## config.mk

```make
export PLATFORM = sky130hd
export DESIGN_NAME = commit_trace_fifo
export DESIGN_NICKNAME = d
export VERILOG_FILES = /design/src/rtl/commit_trace_fifo.sv
export SDC_FILE = /design/constraint.sdc
export NUM_CORES = 2
export LEC_CHECK = 0
export CAP_MARGIN = 5
export CORE_MARGIN = 4
export CORE_UTILIZATION = 55
export DETAILED_ROUTE_END_ITERATION = 8
export GPL_TIMING_DRIVEN = 0
export PLACE_DENSITY = 0.78
export SYNTH_ARGS = -nofsm -noshare
export SYNTH_HDL_FRONTEND = slang
export SYNTH_SLANG_ARGS = --single-unit
```

## constraint.sdc

```tcl
create_clock -name clk_i -period 11.6 [get_ports clk_i]
set_clock_uncertainty 0.15 [all_clocks]
set_input_delay 1.74 -clock clk_i [delete_from_list [all_inputs] [get_ports clk_i]]
set_output_delay 1.74 -clock clk_i [all_outputs]
set_load 0.01 [all_outputs]
```

## src/rtl/commit_trace_fifo.sv

```systemverilog
// Commit trace buffer: captures retiring instructions with a running retire index
// and presents them first-word-fall-through to a trace consumer.
module commit_trace_fifo #(
  parameter int XLEN  = 32,
  parameter int DEPTH = 16
) (
  input  logic                     clk_i,
  input  logic                     rst_i,
  input  logic                     commit_valid_i,
  input  logic [XLEN-1:0]          commit_pc_i,
  input  logic [31:0]              commit_instr_i,
  input  logic [4:0]               commit_rd_i,
  input  logic [XLEN-1:0]          commit_rd_data_i,
  input  logic                     flush_i,
  output logic                     trace_valid_o,
  input  logic                     trace_ready_i,
  output logic [XLEN-1:0]          trace_pc_o,
  output logic [31:0]              trace_instr_o,
  output logic [4:0]               trace_rd_o,
  output logic [XLEN-1:0]          trace_rd_data_o,
  output logic [31:0]              trace_seq_o,
  output logic [$clog2(DEPTH):0]   count_o,
  output logic                     overflow_o,
  output logic [15:0]              drop_cnt_o
);

  localparam int AW    = $clog2(DEPTH);
  localparam int CW    = AW + 1;
  localparam int REC_W = XLEN + 32 + 5 + XLEN + 32;

  // Handshake: a record transfers on any rising edge where trace_valid_o and
  // trace_ready_i are both high; the head fields hold steady until then.

  logic [REC_W-1:0] mem_q [DEPTH];
  logic [AW-1:0]    wr_ptr_q, rd_ptr_q;
  logic [CW-1:0]    count_q;
  logic [31:0]      seq_q;
  logic             overflow_q;
  logic [15:0]      drop_cnt_q;

  logic             pop, push, drop;
  logic [REC_W-1:0] head;

  assign trace_valid_o = (count_q != '0);
  assign pop  = trace_valid_o && trace_ready_i;
  // A full buffer still accepts a commit when the head leaves in the same cycle.
  assign push = commit_valid_i && ((count_q < CW'(DEPTH)) || pop);
  assign drop = commit_valid_i && !push;

  assign head = mem_q[rd_ptr_q];
  assign {trace_pc_o, trace_instr_o, trace_rd_o, trace_rd_data_o, trace_seq_o} = head;
  assign count_o    = count_q;
  assign overflow_o = overflow_q;
  assign drop_cnt_o = drop_cnt_q;

  // Storage carries no reset; occupancy alone decides which entries are live.
  always_ff @(posedge clk_i) begin
    if (!rst_i && !flush_i && push) begin
      mem_q[wr_ptr_q] <= {commit_pc_i, commit_instr_i, commit_rd_i, commit_rd_data_i, seq_q};
    end
  end

  always_ff @(posedge clk_i) begin
    if (rst_i) begin
      wr_ptr_q   <= '0;
      rd_ptr_q   <= '0;
      count_q    <= '0;
      seq_q      <= '0;
      overflow_q <= 1'b0;
      drop_cnt_q <= '0;
    end else begin
      if (commit_valid_i) begin
        seq_q <= seq_q + 32'd1;
      end
      if (flush_i) begin
        wr_ptr_q <= '0;
        rd_ptr_q <= '0;
        count_q  <= '0;
      end else begin
        if (push) begin
          wr_ptr_q <= wr_ptr_q + AW'(1);
        end
        if (pop) begin
          rd_ptr_q <= rd_ptr_q + AW'(1);
        end
        if (push && !pop) begin
          count_q <= count_q + CW'(1);
        end else if (pop && !push) begin
          count_q <= count_q - CW'(1);
        end
        if (drop) begin
          overflow_q <= 1'b1;
          if (drop_cnt_q != 16'hFFFF) begin
            drop_cnt_q <= drop_cnt_q + 16'd1;
          end
        end
      end
    end
  end

endmodule

```

==> run metrics <==
outcome=complete, no violations; post-synthesis sequential area ratio=78.4%; WP data arrival=5500 ps; DRT iter0 DRCs=7031; min cycle time layout=7390 ps; leakage power=29.1 nW; Avg Cell Area, Syn=23.6 um^2; drt wl/cell=between 30 and 40 um; Sw Share=21.2%; fillers=9173; cell depth of the worst min-delay path=2; #FFs+latches synth=between 2000 and 2500; maxcap violations=0; Post-Route WL=215000 um; measured slew at the worst slew-check pin=1390 ps; leading cell types in the layout, fill and taps excluded=2128 x edfxtp_1, 603 x mux4_2, 260 x clkdlybuf4s50_1, 204 x clkbuf_16, 147 x clkbuf_1; Slew Limit Headroom=between 7 and 8%; Logic pwr share=between 5 and 6%; vias in the first global route=around 43000; ratio of cells with drive above 1 in the final layout=around a quarter; Setup Viol. Count Final=0; Final Cell Area=0.0971 mm^2; initial core utilization=between 50% and 60%; Via density=6.60; clock slew at reported path FFs=60 ps; main flop type after synthesis=edfxtp_1; fin crit share=a little under two thirds; Switch Pwr=0.00344 W; Longest Clk Path Bufs=3; cts bufs inserted=204; Reg power frac=53.7%; maximum VDD drop=0.132 mV; Hold Violations, Final=0; Cell Area, Synth=0.0832 mm^2; non-filler cells in the finished layout=6333; clk root buf=clkbuf_16; Syn Inst Count=about 3500; Area Overhead vs Synth=16.7%; Internal Power=about 0.013 W; total vias in the final route=roughly 42000; critical path endpoint category=output pin; CTS hold repair buffers=0; top cells by area, synth=edfxtp_1 77%, mux4_2 16%, dfxtp_1 1.6%, mux2i_1 0.82%, a21oi_1 0.60%; Synth top area share=76.8%; commonest non-fill, non-tap cell in the layout=edfxtp_1; # Post-CTS Setup Buffers=0; global-route congestion overflow total=0; Residual DRC=0; H-tree lvl count=4; max-slew violation count=0; largest net degree at the start of global routing=47; dpl cell area=0.0906 mm^2; # nets final=4239; Die X-Extent=397 um; Core ar.=0.150 mm^2; Mapped Nets=3648; Worst setup SP type=flip-flop; CTS tree=yes; Hold Path Class=flip-flop to flip-flop; Clk pwr share=40.7%; routability cong.=between 0.7 and 0.8; Yosys warning count=0; First-pass DRT Iterations=6; Distinct cells, synth=44; GRT Total Usage=27.6%; number of flops mapped to enable cells by yosys=roughly 2100; cell total after placement=roughly 6000; Cell Pwr Density=167 mW/mm^2; DIE AREA=between 0.15 and 0.2 mm^2; Yosys top cell by area=edfxtp_1; number of port buffers=260; dpl hpwl=126000 um; cell depth of the worst flop-to-flop path=7; Rows=roughly 140; Post-DRT Antenna Nets=0; Post-synth ARST share=0%; initial antenna violation count=24; clock sinks=roughly 2200; # IOs=between 200 and 300; kind of critical path=flip-flop to output pin; highest clock rate=0.135 GHz; hold_ws=roughly 350 ps; CP max FO=10; Die Ht=397 um; Worst-Skew Late Latency=850 ps; Setup TNS Final=0 ps; first-pass GRT wire length=310000 um; Resized cells post-CTS=0; RSZ-0062 raised after global routing=false; WP data required=between 9000 and 10000 ps
-- routing by layer --
metal / vias up / wire length, um / GRT usage (%)
met1: 22000 / 76200 / 37.5
met5: - / 26 / 0
met4: 6 / 7800 / 10.1
li1: 16300 / - / -
met2: 3062 / 107000 / 44.6
met3: 438 / 24000 / 6.23
-- power by group through the flow --
stage          combinational [W]  sequential, W  clock [W]
2_1_floorplan           0.000520        0.00888          0
3_3_place_gp            0.000885        0.00889          0
3_5_place_dp            0.000914        0.00887          0
4_1_cts                 0.000930        0.00870    0.00663
5_1_grt                 0.000982        0.00870    0.00700
6_report                0.000922        0.00870    0.00659
-- final timing paths --
path	endpoint	slack, ps	from
min	overflow_o	350	overflow_o
max reg2reg	mem_q[14][117]	8030	wr_ptr_q[2]
min reg2reg	overflow_o	350	overflow_o
max	trace_instr_o[6]	4210	flip-flop
-- registers in the layout, indices dropped and copies added, names as in the netlist, named ones only --
register / count
count_o: 5
drop_cnt_o: 16
mem_q: 2128
overflow_o: 1
rd_ptr_q: 4
seq_q: 32
wr_ptr_q: 4
-- Yosys cell counts, drive strengths merged, types with 9 or more instances --
cell / instances
nor3: 12
dfxtp: 66
inv: 15
o21ai: 17
clkbuf: 101
nand2: 18
xor2: 11
a211oi: 62
or4: 18
ha: 11
and4: 9
o31ai: 16
nand4: 17
edfxtp: 2128
nor2b: 65
mux4: 603
buf: 86
or3: 17
a21oi: 100
nor2: 37
nand3: 14
mux2i: 68
-- critical path, cell delays in order (launching register included) --
cell,delay (ps)
dfxtp_1,400
clkbuf_1,330
clkbuf_1,890
buf_2,520
buf_2,380
clkbuf_1,880
a211oi_1,160
a21oi_1,430
clkdlybuf4s50_1,650
-- through the flow --
step                      util, %  setup WS, ps  total power, W
after floorplan                 -          -987         0.00940
after global placement       58.9        -12890         0.00977
after detailed placement     60.3          5210         0.00979
after CTS                    64.7          4260          0.0163
after global routing         64.7          4120          0.0167
final                        64.7          4210          0.0162
-- final cells by class --
class / count / area [um^2] / share of cell area (%)
Buffer: 187 / 808 / 0.832
Sequential cell: 2194 / 65200 / 67.1
Clock buffer: 250 / 5280 / 5.43
Antenna cell: 17 / 42.5 / 0.0438
Inverter: 15 / 56.3 / 0.0580
Tap cell: 2016 / 2520 / 2.60
Timing Repair Buffer: 385 / 4710 / 4.85
Multi-Input combinational cell: 1134 / 17200 / 17.7
Clock inverter: 135 / 1280 / 1.31
-- logic make-up (layout without fill, tap and decap cells) --
logic type	Yosys count	count (layout)	share of synthesized area, %
multiplexers	673	673	17.2
AND/OR/NAND/NOR	228	228	1.59
adder cells (fa/ha/maj)	12	12	0.189
XOR/XNOR	18	18	0.189
flip-flops	2194	2194	78.4
other	0	17	0
buffers and inverters	202	972	1.04
AO/OA/AOI/OAI	203	203	1.48
Power figures use the tool's default switching activity.
